--- src/rtl/kernel_launcher_pkg.sv ---
// kernel_launcher_pkg: shared types and constants for the kernel launcher.
//   state_t          launcher sequencing states (2-bit encoding)
//   DEFAULT_TIMEOUT  default watchdog limit, in WAIT cycles
package kernel_launcher_pkg;

    typedef enum logic [1:0] {
        IDLE   = 2'd0,
        LAUNCH = 2'd1,
        WAIT   = 2'd2,
        RESP   = 2'd3
    } state_t;

    localparam int DEFAULT_TIMEOUT = 1024;

endpackage

--- src/rtl/launcher_watchdog.sv ---
// launcher_watchdog: CNT_W-bit cycle counter with synchronous clear and
// count enable. It raises expire while the count equals TIMEOUT-1. The
// same count doubles as the WAIT-cycle latency measure.
// Ports:
//   clk, rst  clock and asynchronous active-high reset
//   clear     force the count to zero on the next edge (wins over enable)
//   enable    increment the count on the next edge
//   count     current count value
//   expire    count == TIMEOUT-1
module launcher_watchdog
    import kernel_launcher_pkg::*;
#(
    parameter int CNT_W   = 16,
    parameter int TIMEOUT = DEFAULT_TIMEOUT
) (
    input  logic             clk,
    input  logic             rst,
    input  logic             clear,
    input  logic             enable,
    output logic [CNT_W-1:0] count,
    output logic             expire
);

    logic [CNT_W-1:0] count_reg;

    always_ff @(posedge clk or posedge rst) begin
        if (rst) begin
            count_reg <= '0;
        end else if (clear) begin
            count_reg <= '0;
        end else if (enable) begin
            count_reg <= count_reg + CNT_W'(1);
        end
    end

    assign count  = count_reg;
    assign expire = (count_reg == CNT_W'(TIMEOUT - 1));

endmodule

--- src/rtl/kernel_launcher.sv ---
// kernel_launcher: caller-side sequencer for one r_enable/w_enable compute
// kernel. The launcher accepts an operand vector, pulses k_r_enable for one
// cycle with the operands held on k_init, and waits for k_w_enable. It then
// returns the kernel result, or 0 with rsp_timeout set when the watchdog
// expires. All outputs are registered.
// Optional feature: define KERNEL_LAUNCHER_LAT_EN to add rsp_cycles. This
// output reports the number of WAIT cycles spent, counting the cycle in
// which done or timeout was detected as 1.
// Ports:
//   clk, rst                     clock, asynchronous active-high reset
//   req_valid/req_ready/req_args operand request channel (arg i at [i*WIDTH +: WIDTH])
//   rsp_valid/rsp_ready          response channel
//   rsp_data/rsp_timeout         result (0 on timeout) and watchdog abort flag
//   k_r_enable/k_init            kernel load pulse and held operands
//   k_w_enable/k_result          kernel done level and result
//   rsp_cycles                   WAIT-cycle latency (KERNEL_LAUNCHER_LAT_EN only)
module kernel_launcher
    import kernel_launcher_pkg::*;
#(
    parameter int WIDTH   = 32,
    parameter int N_ARGS  = 7,
    parameter int TIMEOUT = DEFAULT_TIMEOUT,
    parameter int CNT_W   = 16
) (
    input  logic                    clk,
    input  logic                    rst,
    input  logic                    req_valid,
    output logic                    req_ready,
    input  logic [N_ARGS*WIDTH-1:0] req_args,
    output logic                    rsp_valid,
    input  logic                    rsp_ready,
    output logic [WIDTH-1:0]        rsp_data,
    output logic                    rsp_timeout,
    output logic                    k_r_enable,
    output logic [N_ARGS*WIDTH-1:0] k_init,
    input  logic                    k_w_enable,
    input  logic [WIDTH-1:0]        k_result
`ifdef KERNEL_LAUNCHER_LAT_EN
    ,
    output logic [CNT_W-1:0]        rsp_cycles
`endif
);

    state_t                  state_reg, state_next;
    logic                    req_ready_reg, req_ready_next;
    logic                    rsp_valid_reg, rsp_valid_next;
    logic [WIDTH-1:0]        rsp_data_reg, rsp_data_next;
    logic                    rsp_timeout_reg, rsp_timeout_next;
    logic                    k_r_enable_reg, k_r_enable_next;
    logic [N_ARGS*WIDTH-1:0] k_init_reg, k_init_next;

    logic                    wd_clear;
    logic                    wd_enable;
    logic [CNT_W-1:0]        wd_count;
    logic                    wd_expire;

`ifdef KERNEL_LAUNCHER_LAT_EN
    logic [CNT_W-1:0]        cycles_reg, cycles_next;
`endif

    launcher_watchdog #(
        .CNT_W   (CNT_W),
        .TIMEOUT (TIMEOUT)
    ) u_watchdog (
        .clk    (clk),
        .rst    (rst),
        .clear  (wd_clear),
        .enable (wd_enable),
        .count  (wd_count),
        .expire (wd_expire)
    );

    always_ff @(posedge clk or posedge rst) begin
        if (rst) begin
            state_reg       <= IDLE;
            req_ready_reg   <= 1'b1;
            rsp_valid_reg   <= 1'b0;
            rsp_data_reg    <= '0;
            rsp_timeout_reg <= 1'b0;
            k_r_enable_reg  <= 1'b0;
            k_init_reg      <= '0;
`ifdef KERNEL_LAUNCHER_LAT_EN
            cycles_reg      <= '0;
`endif
        end else begin
            state_reg       <= state_next;
            req_ready_reg   <= req_ready_next;
            rsp_valid_reg   <= rsp_valid_next;
            rsp_data_reg    <= rsp_data_next;
            rsp_timeout_reg <= rsp_timeout_next;
            k_r_enable_reg  <= k_r_enable_next;
            k_init_reg      <= k_init_next;
`ifdef KERNEL_LAUNCHER_LAT_EN
            cycles_reg      <= cycles_next;
`endif
        end
    end

    always_comb begin
        state_next       = state_reg;
        req_ready_next   = req_ready_reg;
        rsp_valid_next   = rsp_valid_reg;
        rsp_data_next    = rsp_data_reg;
        rsp_timeout_next = rsp_timeout_reg;
        k_r_enable_next  = 1'b0;
        k_init_next      = k_init_reg;
        wd_clear         = 1'b0;
        wd_enable        = 1'b0;
`ifdef KERNEL_LAUNCHER_LAT_EN
        cycles_next      = cycles_reg;
`endif

        case (state_reg)
            IDLE: begin
                // req_ready is high in this state, so req_valid alone is the handshake.
                if (req_valid) begin
                    k_init_next     = req_args;
                    k_r_enable_next = 1'b1;
                    req_ready_next  = 1'b0;
                    state_next      = LAUNCH;
                end
            end

            LAUNCH: begin
                // k_w_enable is deliberately not looked at here: it may still
                // carry the previous job's done level until the kernel sees the pulse.
                wd_clear   = 1'b1;
                state_next = WAIT;
            end

            WAIT: begin
                // Done is tested first so it wins over a simultaneous expiry.
                if (k_w_enable) begin
                    rsp_data_next    = k_result;
                    rsp_timeout_next = 1'b0;
                    rsp_valid_next   = 1'b1;
                    state_next       = RESP;
`ifdef KERNEL_LAUNCHER_LAT_EN
                    cycles_next      = wd_count + CNT_W'(1);
`endif
                end else if (wd_expire) begin
                    rsp_data_next    = '0;
                    rsp_timeout_next = 1'b1;
                    rsp_valid_next   = 1'b1;
                    state_next       = RESP;
`ifdef KERNEL_LAUNCHER_LAT_EN
                    cycles_next      = wd_count + CNT_W'(1);
`endif
                end else begin
                    wd_enable = 1'b1;
                end
            end

            RESP: begin
                if (rsp_ready) begin
                    rsp_valid_next = 1'b0;
                    req_ready_next = 1'b1;
                    state_next     = IDLE;
                end
            end

            default: begin
                state_next = IDLE;
            end
        endcase
    end

`ifndef KERNEL_LAUNCHER_LAT_EN
    // Without the latency output the count is only consumed inside the watchdog.
    logic unused_count;
    assign unused_count = ^wd_count;
`endif

    assign req_ready   = req_ready_reg;
    assign rsp_valid   = rsp_valid_reg;
    assign rsp_data    = rsp_data_reg;
    assign rsp_timeout = rsp_timeout_reg;
    assign k_r_enable  = k_r_enable_reg;
    assign k_init      = k_init_reg;
`ifdef KERNEL_LAUNCHER_LAT_EN
    assign rsp_cycles  = cycles_reg;
`endif

endmodule

--- config.mk ---
export PLATFORM = sky130hd
export DESIGN_NAME = kernel_launcher
export DESIGN_NICKNAME = d
export VERILOG_FILES = /design/src/rtl/kernel_launcher_pkg.sv /design/src/rtl/launcher_watchdog.sv /design/src/rtl/kernel_launcher.sv
export SDC_FILE = /design/constraint.sdc
export NUM_CORES = 1
export LEC_CHECK = 0
export CAP_MARGIN = 20
export CORE_AREA = 2 2 202 204
export CTS_CLUSTER_SIZE = 16
export DETAILED_ROUTE_END_ITERATION = 7
export DIE_AREA = 0 0 204 206
export GPL_ROUTABILITY_DRIVEN = 0
export GPL_TIMING_DRIVEN = 0
export SLEW_MARGIN = 30
export SYNTH_ARGS = -nofsm -noshare
export SYNTH_HDL_FRONTEND = slang
export SYNTH_SLANG_ARGS = --single-unit
--- constraint.sdc ---
create_clock -name clk -period 10.6 [get_ports clk]
set_clock_uncertainty 0.1 [all_clocks]
set_input_delay 1.59 -clock clk [delete_from_list [all_inputs] [get_ports clk]]
set_output_delay 1.59 -clock clk [all_outputs]
set_load 0.02 [all_outputs]
==> reports/results.ini <==
[finish]
layout-drive-gt1-share_pct = 24.2
fill_cells = 3704
final_core_util_pct = 44.2
final_cell_mix = 520 x clkdlybuf4s50_1, 277 x dfrtp_1, 229 x mux2_2
largest_reg_flops = 224
layout_commonest_cell = clkdlybuf4s50_1
fin_nets = 1505
n_antenna_cell = 0
area_growth_pct = 66.7

[worst_setup_path]
worstSetupPathType = in -> reg
path_cells = clkdlybuf4s50_1 > and2_1 > clkbuf_1 > clkbuf_1 > clkbuf_1 > mux2_2
critPathLaunchType = input port
cp.arrival_ns = 4.26
cp_num_buf_inv = 4
crit_path_frequent_cell = clkbuf_1
max_stage_delay_ns = 0.60
cp_slowest_cell = clkbuf_1
crit_fanout = 10
reg2reg_depth = 7
endpoint_kind = flop
path_delay_family = buffers and inverters
path_depth = 6
critPathRequiredTime_ns = 10.90

[power_and_ir_drop]
vdd_drop_max_mv = 0.196
seq_power_share_pct = 32.4
power.leakage_nw = 7.27
netSwitchingFraction_pct = 34.5
p_sw_mw = 1.97
p_int_mw = 3.73
p_comb_share_pct = 46.9
powerDensity_nw_per_um2 = 321
clockPowerShare_pct = 20.7

[timing]
fmax_mhz = 253
worst_pin_slew_ns = 0.702
post-route-period-util_pct = 37.4
hold_viol_final = 0
slew-limit-headroom_pct = 53.2
period_minus_slack_ns = 3.96
finalMaxSlewViolations = 0
setup_viol = 0
grt_setup_unrepaired = false
fin_setup_tns_ns = 0

[clock_tree]
cts-root-buf = clkbuf_16
cts_tree = built
cts.path.max_buffers = 3
hold_buffers = 0
clock_latency_ns = 0.52
cts.clk_slew.worst_paths_ns = 0.06
cts-resized-gates = 0
cts.sinks = 278
cts_max_level = 2
cts_buffers = 34
post-cts-setup-buffers = 0

[drt]
drc_errors = 0
vias_per_cell = 4.35
drtIter0Drc = 310
route.vias.total = 7797
dr.pass1.iters = 4
routedWlPerCell_um = 18.5
wl_um = 33100
antenna_left = 0

[floorplan]
core_area_um2 = 40200
die-area_um2 = 42000
rows = 74
die_h_um = 206
die_w_um = 204
ioPinCount = 521
initial_utilization_pct = 26.5

[global_route]
grt_remaining_overflow = 0
grt_max_degree = 88
grt_pass1_vias = 8248
antenna_found_initial = 0
grt_usage_pct = 15.3
grt_pass1_wl_um = 48900

[synth]
synth_warnings = 0
muxShareOfSynthArea_pct = 24.4
synthXorXnorAreaFrac_pct = 0
ys_types = 39
ys_ff_latch = 278
ys_seq_area_share_pct = 65.3
ys_async_sr_fraction_pct = 100
synth_compound_area_share_pct = 4.31
post_synth_and_or_nand_nor_area_fraction_pct = 3.49
synth_top_family_by_area = multiplexers
synth-main-ff-cell = dfrtp_1
synth_edf_count = 0
synth_fa_ha_area_share_pct = 0.705
syn_area_um2 = 10700
netlist_instances = 679
synth_nets = 946
avgSynthCellArea_um2 = 15.7

[run]
max_cap_viol_count = 0

[placement]
dpl.hpwl_um = 25200
numPortBuffers = 520

[status]
status = finished, final reports clean

[min_path]
whs_path_depth = 1
hold_path_class = reg -> reg

## worst paths after layout
path | from | end | slack [ns]
worst min-delay path | rsp_data[31]$_DFFE_PP0P_ | rsp_data[31]$_DFFE_PP0P_ | 0.40
max in group asynchronous | rst | req_ready$_DFFE_PP1P_ | 7.86
worst min register to register | rsp_data[31]$_DFFE_PP0P_ | rsp_data[31]$_DFFE_PP0P_ | 0.40
min in group asynchronous | rst | k_init[104]$_DFFE_PP0P_ | 1.38
worst max register to register | state_reg[0]$_DFFE_PP0P_ | k_init[156]$_DFFE_PP0P_ | 7.51
worst max-delay path | req_valid | k_init[156]$_DFFE_PP0P_ | 6.64
## kinds of logic after synthesis
kind of cell	after synthesis
compound gates	62
mux	231
buf+inv	43
flops	278
simple gates	59
fa+ha+maj	6
## layer usage
layer | share of wire, % | global-route usage (%)
met4 | 2.5 | 5.82
met5 | 0 | 0
met2 | 51 | 26.3
met1 | 38 | 17.3
met3 | 9.0 | 5.41
## stage by stage
stage / hold slack, ns / setup slack (ns) / total power [mW] / instances / area, um2
floorplan: 0.430 / 1.25 / 3.18 / 679 / 10700
global placement: 0.383 / -2.76 / 4.53 / 1731 / 16500
detailed placement: 0.384 / 5.94 / 4.57 / 1734 / 16600
CTS: 0.400 / 6.52 / 5.79 / 1792 / 17800
global route: 0.412 / 6.39 / 6.00 / 1792 / 17800
finish: 0.395 / 6.64 / 5.70 / 1792 / 17800
## power by group through the flow
stage	Sequential [mW]	Combinational [mW]	Clock (mW)
floorplan	2.45	0.724	0
global route	1.92	2.82	1.26
detailed placement	1.86	2.71	0
global placement	1.85	2.69	0
CTS	1.85	2.72	1.22
finish	1.85	2.68	1.18
## Yosys cell counts (all sizes together), types with 3 or more instances
library cell	count	area, um2
a21oi	15	75.1
a22o	32	280
buf	17	90.1
clkbuf	19	71.3
dfrtp	277	6930
ha	6	75.1
inv	7	26.3
mux2	229	2580
nand2	8	30.0
nand2b	3	18.8
nand3	6	30.0
nor2	7	26.3
nor2b	5	31.3
nor3	3	15.0
nor4	3	33.8
o21ai	3	15.0
o31ai	8	60.1
or4	9	71.3
## worst reg2reg max path, cell delays in order, from the launching register on
cell      delay (ns)
dfrtp_1         0.40
inv_1           0.12
ha_1            0.20
and2_1          0.14
clkbuf_1        0.44
clkbuf_1        0.60
clkbuf_1        0.56
mux2_2          0.41
## layout make-up
type	count	area, um2	share of cell area [%]
plain buffers	36	163	0.916
clock buffers	50	1010	5.72
clock inverters	8	126	0.712
inverters	7	33.8	0.190
multi-input cells	358	3500	19.7
flip-flops and latches	278	6960	39.2
well taps	532	666	3.75
repair buffers	523	5290	29.8
No activity file was read; power rests on OpenSTA's default activity.
